File: src/rtl/seg_pkg.sv
// rtl/seg_pkg.sv - shared constants, state type and segment decode for the infinity-mode display
package seg_pkg;

  localparam int NUM_DIGITS = 4;
  localparam logic ACTIVE_LEVEL = 1'b0;
  localparam logic [NUM_DIGITS-1:0] AN_OFF = '1;

  // {dp,g,f,e,d,c,b,a}, active-low, dp off
  localparam logic [7:0] SEG_0     = 8'hC0;
  localparam logic [7:0] SEG_1     = 8'hF9;
  localparam logic [7:0] SEG_2     = 8'hA4;
  localparam logic [7:0] SEG_3     = 8'hB0;
  localparam logic [7:0] SEG_4     = 8'h99;
  localparam logic [7:0] SEG_5     = 8'h92;
  localparam logic [7:0] SEG_6     = 8'h82;
  localparam logic [7:0] SEG_7     = 8'hF8;
  localparam logic [7:0] SEG_8     = 8'h80;
  localparam logic [7:0] SEG_9     = 8'h90;
  localparam logic [7:0] SEG_BLANK = 8'hFF;

  typedef enum logic [1:0] {IDLE, CONV_S, CONV_T, COMMIT} state_e;

  function automatic logic [7:0] seg_decode(input logic [3:0] v);
    case (v)
      4'd0:    return SEG_0;
      4'd1:    return SEG_1;
      4'd2:    return SEG_2;
      4'd3:    return SEG_3;
      4'd4:    return SEG_4;
      4'd5:    return SEG_5;
      4'd6:    return SEG_6;
      4'd7:    return SEG_7;
      4'd8:    return SEG_8;
      4'd9:    return SEG_9;
      default: return SEG_BLANK;
    endcase
  endfunction

endpackage

File: src/rtl/bin2bcd_seq.sv
// rtl/bin2bcd_seq.sv - serial double-dabble converter, MSB-first, one bit per cycle
module bin2bcd_seq #(
  parameter int W  = 7,
  parameter int ND = 3,
  parameter int CW = $clog2(W + 1)
) (
  input  logic            clk,
  input  logic            rst_n,
  input  logic            start,
  input  logic [W-1:0]    din,
  input  logic [CW-1:0]   nbits,
  output logic            done,
  output logic [4*ND-1:0] bcd
);

  logic [W-1:0]    bin_q, bin_d, src_bin;
  logic [4*ND-1:0] bcd_q, bcd_d, src_bcd, adj;
  logic [CW-1:0]   cnt_q, cnt_d;
  logic            act_q, act_d;

  // start performs the first shift directly on din; shorter words are left-justified by the caller
  always_comb begin
    src_bin = start ? din : bin_q;
    src_bcd = start ? '0 : bcd_q;
    adj     = '0;
    for (int i = 0; i < ND; i++) begin
      adj[4*i +: 4] = (src_bcd[4*i +: 4] >= 4'd5) ? src_bcd[4*i +: 4] + 4'd3 : src_bcd[4*i +: 4];
    end
    done  = act_q && (cnt_q == '0);
    bin_d = bin_q;
    bcd_d = bcd_q;
    cnt_d = cnt_q;
    act_d = act_q;
    if (start || (act_q && (cnt_q != '0))) begin
      {bcd_d, bin_d} = {adj, src_bin} << 1;
      cnt_d = start ? nbits - 1'b1 : cnt_q - 1'b1;
    end
    if (start) begin
      act_d = 1'b1;
    end else if (done) begin
      act_d = 1'b0;
    end
  end

  always_ff @(posedge clk or negedge rst_n) begin
    if (!rst_n) begin
      bin_q <= '0;
      bcd_q <= '0;
      cnt_q <= '0;
      act_q <= 1'b0;
    end else begin
      bin_q <= bin_d;
      bcd_q <= bcd_d;
      cnt_q <= cnt_d;
      act_q <= act_d;
    end
  end

  assign bcd = bcd_q;

endmodule

File: src/rtl/seg_scan_infinity.sv
// rtl/seg_scan_infinity.sv - infinity-mode score/timer display: BCD conversion, digit scan, game-over blink
module seg_scan_infinity #(
  parameter int CLK_HZ   = 100_000_000,
  parameter int SCAN_HZ  = 1000,
  parameter int BLINK_HZ = 2
) (
  input  logic       clk,
  input  logic       rst_n,
  input  logic       enable,
  input  logic [6:0] score,
  input  logic [5:0] timer,
  input  logic       gameover,
  output logic [3:0] an,
  output logic [7:0] seg,
  output logic       busy
);
  import seg_pkg::*;

  localparam int SCAN_DIV  = CLK_HZ / SCAN_HZ;
  localparam int BLINK_DIV = CLK_HZ / (2 * BLINK_HZ);
  localparam int SCAN_W    = $clog2(SCAN_DIV);
  localparam int BLINK_W   = $clog2(BLINK_DIV + 1);
  localparam logic [SCAN_W-1:0]  SCAN_LAST  = SCAN_W'(SCAN_DIV - 1);
  localparam logic [BLINK_W-1:0] BLINK_LAST = BLINK_W'(BLINK_DIV - 1);

  if (SCAN_DIV < 32) begin : g_bad_scan_div
    $error("seg_scan_infinity: CLK_HZ/SCAN_HZ must be at least 32");
  end

  logic [SCAN_W-1:0]  scan_cnt_q, scan_cnt_d;
  logic [BLINK_W-1:0] blink_cnt_q, blink_cnt_d;
  logic [1:0]         idx_q, idx_d;
  logic               blink_q, blink_d;
  state_e             state_q, state_d;
  logic [11:0]        sc_bcd_q, sc_bcd_d;
  logic [5:0]         tim_hold_q, tim_hold_d;
  logic [15:0]        digs_q, digs_d;
  logic               hund_q, hund_d;
  logic               mode_q, mode_d;
  logic [3:0]         an_q, an_d;
  logic [7:0]         seg_q, seg_d;

  logic        scan_tick, frame_trig, blank;
  logic        cv_start, cv_done;
  logic [6:0]  cv_din;
  logic [2:0]  cv_nbits;
  logic [11:0] cv_bcd;

  assign scan_tick  = (scan_cnt_q == SCAN_LAST);
  assign frame_trig = scan_tick && (idx_q == 2'd1);

  bin2bcd_seq #(.W(7), .ND(3)) u_bcd (
    .clk   (clk),
    .rst_n (rst_n),
    .start (cv_start),
    .din   (cv_din),
    .nbits (cv_nbits),
    .done  (cv_done),
    .bcd   (cv_bcd)
  );

  // one converter shared: score first, then timer, then all digits committed together
  always_comb begin
    state_d    = state_q;
    cv_start   = 1'b0;
    cv_din     = '0;
    cv_nbits   = '0;
    sc_bcd_d   = sc_bcd_q;
    tim_hold_d = tim_hold_q;
    digs_d     = digs_q;
    hund_d     = hund_q;
    case (state_q)
      IDLE: if (frame_trig) begin
        cv_start   = 1'b1;
        cv_din     = score;
        cv_nbits   = 3'd7;
        tim_hold_d = timer;
        state_d    = CONV_S;
      end
      CONV_S: if (cv_done) begin
        sc_bcd_d = cv_bcd;
        cv_start = 1'b1;
        cv_din   = {tim_hold_q, 1'b0};
        cv_nbits = 3'd6;
        state_d  = CONV_T;
      end
      CONV_T: if (cv_done) state_d = COMMIT;
      COMMIT: begin
        digs_d  = {cv_bcd[7:0], sc_bcd_q[7:0]};
        hund_d  = |sc_bcd_q[11:8];
        state_d = IDLE;
      end
      default: state_d = IDLE;
    endcase
  end

  assign busy = (state_q != IDLE) || frame_trig;

  always_comb begin
    scan_cnt_d = scan_tick ? '0 : scan_cnt_q + 1'b1;
    idx_d      = scan_tick ? idx_q - 2'd1 : idx_q;
    blink_cnt_d = '0;
    blink_d     = 1'b0;
    if (gameover) begin
      blink_cnt_d = (blink_cnt_q == BLINK_LAST) ? '0 : blink_cnt_q + 1'b1;
      blink_d     = (blink_cnt_q == BLINK_LAST) ? ~blink_q : blink_q;
    end
  end

  // outputs move only on a scan tick or when the blank/scan selection flips
  always_comb begin
    blank  = (gameover && blink_q) || (!enable && !gameover);
    mode_d = blank;
    an_d   = an_q;
    seg_d  = seg_q;
    if (scan_tick || (blank != mode_q)) begin
      if (blank) begin
        an_d  = AN_OFF;
        seg_d = SEG_BLANK;
      end else begin
        an_d  = ~(4'b0001 << idx_d);
        seg_d = seg_decode(digs_q[{idx_d, 2'b00} +: 4]);
        if ((idx_d == 2'd0) && hund_q) seg_d[7] = ACTIVE_LEVEL;
      end
    end
  end

  always_ff @(posedge clk or negedge rst_n) begin
    if (!rst_n) begin
      scan_cnt_q  <= '0;
      idx_q       <= '0;
      blink_cnt_q <= '0;
      blink_q     <= 1'b0;
      state_q     <= IDLE;
      sc_bcd_q    <= '0;
      tim_hold_q  <= '0;
      digs_q      <= '0;
      hund_q      <= 1'b0;
      mode_q      <= 1'b1;
      an_q        <= AN_OFF;
      seg_q       <= SEG_BLANK;
    end else begin
      scan_cnt_q  <= scan_cnt_d;
      idx_q       <= idx_d;
      blink_cnt_q <= blink_cnt_d;
      blink_q     <= blink_d;
      state_q     <= state_d;
      sc_bcd_q    <= sc_bcd_d;
      tim_hold_q  <= tim_hold_d;
      digs_q      <= digs_d;
      hund_q      <= hund_d;
      mode_q      <= mode_d;
      an_q        <= an_d;
      seg_q       <= seg_d;
    end
  end

  assign an  = an_q;
  assign seg = seg_q;

endmodule

File: config.mk
export PLATFORM = sky130hd
export DESIGN_NAME = seg_scan_infinity
export DESIGN_NICKNAME = d
export VERILOG_FILES = /design/src/rtl/seg_pkg.sv /design/src/rtl/bin2bcd_seq.sv /design/src/rtl/seg_scan_infinity.sv
export SDC_FILE = /design/constraint.sdc
export NUM_CORES = 1
export LEC_CHECK = 0
export ABC_AREA = 1
export ABC_CLOCK_PERIOD_IN_PS = 3200
export CORE_ASPECT_RATIO = 1.75
export CORE_MARGIN = 4
export CORE_UTILIZATION = 35
export DETAILED_ROUTE_END_ITERATION = 6
export PLACE_DENSITY = 0.62
export SYNTH_ARGS = -nofsm -noshare
export SYNTH_HDL_FRONTEND = slang
export SYNTH_SLANG_ARGS = --single-unit
File: constraint.sdc
create_clock -name clk -period 3.2 [get_ports clk]
set_input_delay 0.32 -clock clk [delete_from_list [all_inputs] [get_ports clk]]
set_output_delay 0.32 -clock clk [all_outputs]
set_load 0.1 [all_outputs]
== After elaboration in Yosys (flattened, before gate mapping) ==
Memory sizes are Yosys's and may differ from the RTL's.
Index checks and enable logic that the tools add are counted.
Word-level totals
  register bits: 117
  latch bits: 0
  RAM bits: 0
  memory bits (read-only): 112
  output and inout port bits: 13
  memories kept: 1
Cells by class
  add/subtract/negate cells: 8
  multiply operators: 0
  div/mod/pow operators: 0
  magnitude comparators: 3
  eq/ne operators: 11
  shifts and indexed selects: 2
  mux-type cells: 30
  bitwise gates (word level): 2
  reductions and logical operators: 22
Memories
  (no name shown): depth 16, width 7, rd ports 1, clocked after memory_dff 0, write ports 0, RTL line seg_pkg.sv:24  | case (v)
Operator list (number)
  $mux 25: 2
  $add 25x1->25 const B: 1
  $eq 25x25->1 const B: 1
  $mux 7: 3
  $add 17x1->17 const B: 1
  $eq 17x17->1 const B: 1
  $mux 17: 1
  $shiftx 16x5->4: 1
  $pmux 7 s2: 1
  $ge 4x3->1 const B: 3
  $mux 12: 1
  $mux 3: 4
  $mux 4: 3
  $add 4x2->4 const B: 2
  $mux 2: 4
  $mux 8: 1
  $pmux 2 s4: 1
  $mux 1: 7
  $logic_and 1x1->1: 6
  $ne 2x2->1 const B: 3
  $pmux 3 s2: 1
  $sub 3x1->3 const B: 2
  $eq 2x1->1 const B: 2
  $eq 2x2->1 const B: 2
  other kinds (17): 24

== Logic depth before layout (Yosys ltp) ==
  depth in word-level cells: 7
  depth in mapped cells: 20
  mapped depth without buffers: 19

== Hierarchy ==
A second synthesis with hierarchy kept.
Unflattened totals
  cell total of the unflattened synthesis: 710
  area, all modules: 6045.8 sq um
Modules (own cells, without submodules)
  seg_scan_infinity: instances 1, cells an instance 526, area an instance 4668.2 sq um
  bin2bcd_seq: instances 1, cells an instance 184, area an instance 1377.6 sq um

== Worst setup path before layout ==
No wires, ideal clock.
  path type: flip-flop to flip-flop
  from: register scan_cnt_q[0]
  to: register seg_q[3], in the netlist seg[3]
  setup time: 72 ps
  data arrival time: 2178 ps
  required time: 3128 ps
  slack: 950 ps
  cell stages (with the launch flop): 18
  buffers on the path: 1
  clock period less this slack: 2250 ps
  cell sequence: dfrtp_1 ha_1 nand3_1 nor2_4 nand3_4 nand2_4 nand2_2 buf_6 o21ai_0 nand2_1 nand2_1 inv_1 ha_1 nand2_1 nand3_1 nand3_1 nand2_1 inv_1
Between the ends
  longest elaborated chain between the ends: 5
  elaborated cells on any way between the ends: 6
RTL lines
  from (decl): RTL line seg_scan_infinity.sv:30  | logic [SCAN_W-1:0] scan_cnt_q, scan_cnt_d;
  from (signal assigned): RTL line seg_scan_infinity.sv:143  | scan_cnt_q <= scan_cnt_d;
  $eq 17x17->1 (*): RTL line seg_scan_infinity.sv:49  | assign scan_tick = (scan_cnt_q == SCAN_LAST);
  $mux 2: RTL line seg_scan_infinity.sv:101  | idx_d = scan_tick ? idx_q - 2'd1 : idx_q;
  $shiftx 16x5->4: RTL line seg_scan_infinity.sv:122  | seg_d = seg_decode(digs_q[{idx_d, 2'b00} +: 4]);
  $mem_v2 16x7
  $mux 8: RTL line seg_scan_infinity.sv:117  | if (blank) begin
  to (signal assigned): RTL line seg_scan_infinity.sv:154  | seg_q <= seg_d;
  to (decl): RTL line seg_scan_infinity.sv:41  | logic [7:0] seg_q, seg_d;
Mark *: on every way between the ends. The rest lies on a longest branch, timed or not.
A chain may end at the register's enable or synchronous reset.

== Worst setup path in the final report ==
  from: register scan_cnt_q[5]
  to: register seg_q[3], in the netlist seg[3]
Same word-level chain as after synthesis.

==> flow_summary.yaml <==
floorplanning:
  num_io_pins: 30
  core_footprint_um2: 16900
  floorplan_die_width_um: 107
  initial_standard_cell_utilization_of_the_core_pct: 35.7
  die_h_um: 182
  rows: 63
  design.die.area_um2: 19600
outcome:
  run_status: "complete, but fails checks"
  violations: "design-rule violations"
clocking:
  cts_tree: "yes"
  clk_root_buffer_cell: "sky130_fd_sc_hd__clkbuf_16"
  clk-insertion-delay-late_ps: 410
  clkSlewWorstSetupHoldPaths_ps: 50
  clock_sinks: 117
  postCtsSetupRepairBufs: 0
  cts_inserted_buffers: 17
  ctsLongestPathBuffers: 2
  cts-htree-levels: 4
yosys:
  syn_area_per_cell_um2: 7.96
  seq_area_frac_synth_pct: 48.6
  synth_top_cell_by_area: "sky130_fd_sc_hd__dfrtp_1"
  netlist_area_before_placement_um2: 6060
  synth-seq-cells: 117
  synth.net_count: 794
  synth_cell_types: 37
  netlist_top_cells_area: "sky130_fd_sc_hd__dfrtp_1, sky130_fd_sc_hd__nand2_1, sky130_fd_sc_hd__inv_1, sky130_fd_sc_hd__dfstp_2, sky130_fd_sc_hd__nor2_1"
  yosysWarnings: 0
  syn_inst: 761
  yosys.area.top_type_share_pct: 43.0
layout:
  n_antenna_cell: 0
  finish.net_count: 833
  final_layout_size_suffix_gt1_share_pct: 12.1
  layout.cells.most_common: "sky130_fd_sc_hd__nand2_1"
  post_layout_nonfiller_instances: 1040
  commonest_cells_after_routing_fill_and_taps_aside: "sky130_fd_sc_hd__nand2_1, sky130_fd_sc_hd__inv_1, sky130_fd_sc_hd__dfrtp_1"
  flow.area_growth_from_synthesis_pct: 18.9
timing:
  max_freq_mhz: 369
  grt_setup_unrepaired: "no"
  hold_slack_ps: 402
  clock_skew_after_layout_ps: 6.34
  period_share_pct: 84.6
  setup_violations: 0
  relSlewSlack_pct: 35.3
  timing.setup.tns_ps: 0
  report.final.hold_viol_count: 0
  final_max_slew_viol_count: 0
  worst_pin_slew_ps: 968
  fin_crit_ps: 2710
worst_setup_path:
  worstSetupEndpointType: "flop"
  regToRegSetupSlack_ps: 490
  critical_path_required_ps: 3550
  timing.critical_path.from_type: "flop"
  critPathArrivalTime_ps: 3060
  crit_fanout: 13
  path_class: "flop to flop"
route:
  detail_route.iter0.violations: 189
  vias: 4967
  via_per_inst: 4.78
  route.final.wire_length_um: 12800
  firstDrtPassIters: 7
  route.detailed.wl_per_inst_um: 12.3
  postRouteAntennaNets: 0
  drc_errors: 3
power:
  power.static_leakage_nw: 3.44
  fin_total_pwr_mw: 3.89
  vdd_ir_drop_max_uv: 306
  power.density_nw_per_um2: 539
job:
  cap_viol_max_count: 0
global_route:
  largest_net_degree_at_the_start_of_global_routing: 86
  busiest_layer: "met2"
  grt_overflow_total: 0
  grtUsageMet3_pct: 3.17
  met1_usage_in_global_routing_pct: 15.0
  groute.layer.met2.usage_pct: 25.7
  grt_pass1_vias: 4957
  gr-usage-all-layers_pct: 14.0
  initial_antenna_violation_count: 0
  grt_pass1_wl_um: 22100
placement:
  place_hpwl_um: 9350
  post-place-cells: 1007
  globalplace.congestion: 0.848
  port_buffers: 29
hold_path:
  hold_wc_path_type: "primary input to async pin"
[per-layer routing]
metal / share of wire, % / up-vias
met3: 3.2 / 22
met1: 41 / 2322
met5: 0 / -
li1: - / 2539
met2: 54 / 84
met4: 2.2 / 0
[registers in the layout, indices dropped and copies added (netlist names), 4 cells and up]
name / cells
u_bcd.bin_q: 6
an: 4
digs_q: 16
scan_cnt_q: 17
u_bcd.bcd: 12
tim_hold_q: 6
sc_bcd_q: 12
seg: 8
blink_cnt_q: 25
[timing repair]
| action | 4_1_cts | 5_1_grt |
|---|---|---|
| gates resized for setup | 0 | 0 |
| hold buffers | 1 | 0 |
| endpoints found under the hold margin | 24 | 0 |
[kinds of logic after synthesis]
logic type / after synthesis / share of synthesized area [%]
adders and majority gates: 16 / 3.31
AOI/OAI and AO/OA: 107 / 9.79
xor gates and xnor gates: 5 / 0.723
buffers and inverters: 124 / 7.99
DFF: 117 / 48.6
muxes: 7 / 1.30
and+or+nand+nor: 385 / 28.3
[through the flow]
step                      utilization [%]  setup WS, ps  cell area, um2
final                                42.5           492            7200
after global routing                 42.5           196            7200
after CTS                            42.5           484            7200
after detailed placement             38.8           519            6580
after global placement               38.8           577            6580
after floorplan                         -           950            6060
[cell type report]
| type | instances | area (um2) |
|---|---|---|
| clock buffer | 23 | 488 |
| clock inverter | 9 | 125 |
| fill | 1680 | 9740 |
| inverter | 107 | 402 |
| multi-input combinational | 520 | 2630 |
| sequential | 117 | 2940 |
| tap | 227 | 284 |
| timing repair buffer | 37 | 333 |
[path summary, 6_finish.rpt]
| kind | startpoint | endpoint | depth (start not counted) |
|---|---|---|---|
| min in group clk | timer[1] | tim_hold_q[1] | 3 |
| max reg2reg | scan_cnt_q[5] | seg[3] | 16 |
| max | scan_cnt_q[5] | seg[3] | 16 |
| max in group asynchronous | rst_n | an[0] | 3 |
| min | rst_n | blink_cnt_q[13] | 2 |
| min reg2reg | tim_hold_q[4] | tim_hold_q[4] | 2 |
[critical path, stage by stage (launching register included)]
cell and delay (ps):
sky130_fd_sc_hd__dfrtp_1 420, sky130_fd_sc_hd__inv_1 150, sky130_fd_sc_hd__nand2_1 60, sky130_fd_sc_hd__nor2_1 310, sky130_fd_sc_hd__nand3_4 210, sky130_fd_sc_hd__nand2_4 110, sky130_fd_sc_hd__nand2_2 160, sky130_fd_sc_hd__o21ai_0 220
sky130_fd_sc_hd__nand2_1 70, sky130_fd_sc_hd__nand2_1 160, sky130_fd_sc_hd__inv_1 110, sky130_fd_sc_hd__ha_1 290, sky130_fd_sc_hd__nand2_1 90, sky130_fd_sc_hd__nand3_1 80, sky130_fd_sc_hd__nand3_1 90, sky130_fd_sc_hd__nand2_1 50
sky130_fd_sc_hd__inv_1 50
[Yosys cell counts, drive strengths merged]
cell	instances
dfrtp	104
nor4	3
xor2	3
clkbuf	11
nand2	183
a21oi	41
a31oi	3
dfstp	13
nor3b	1
mux2	7
nand3	60
a211oi	2
o211ai	2
nor3	19
buf	6
o21bai	1
o21ai	45
inv	106
a221oi	6
o21a	6
a31o	1
and3	1
clkinv	1
ha	16
or2	7
nand3b	2
nand4	15
nor2	94
xnor2	2
[report_power, final]
part	internal (mW)	leakage [nW]	switching [mW]	total [mW]
registers	1.53	1.54	0.0177	1.55
logic	0.0863	1.61	0.282	0.368
clock network	1.30	0.299	0.666	1.97
Power figures use the tool's default switching activity.
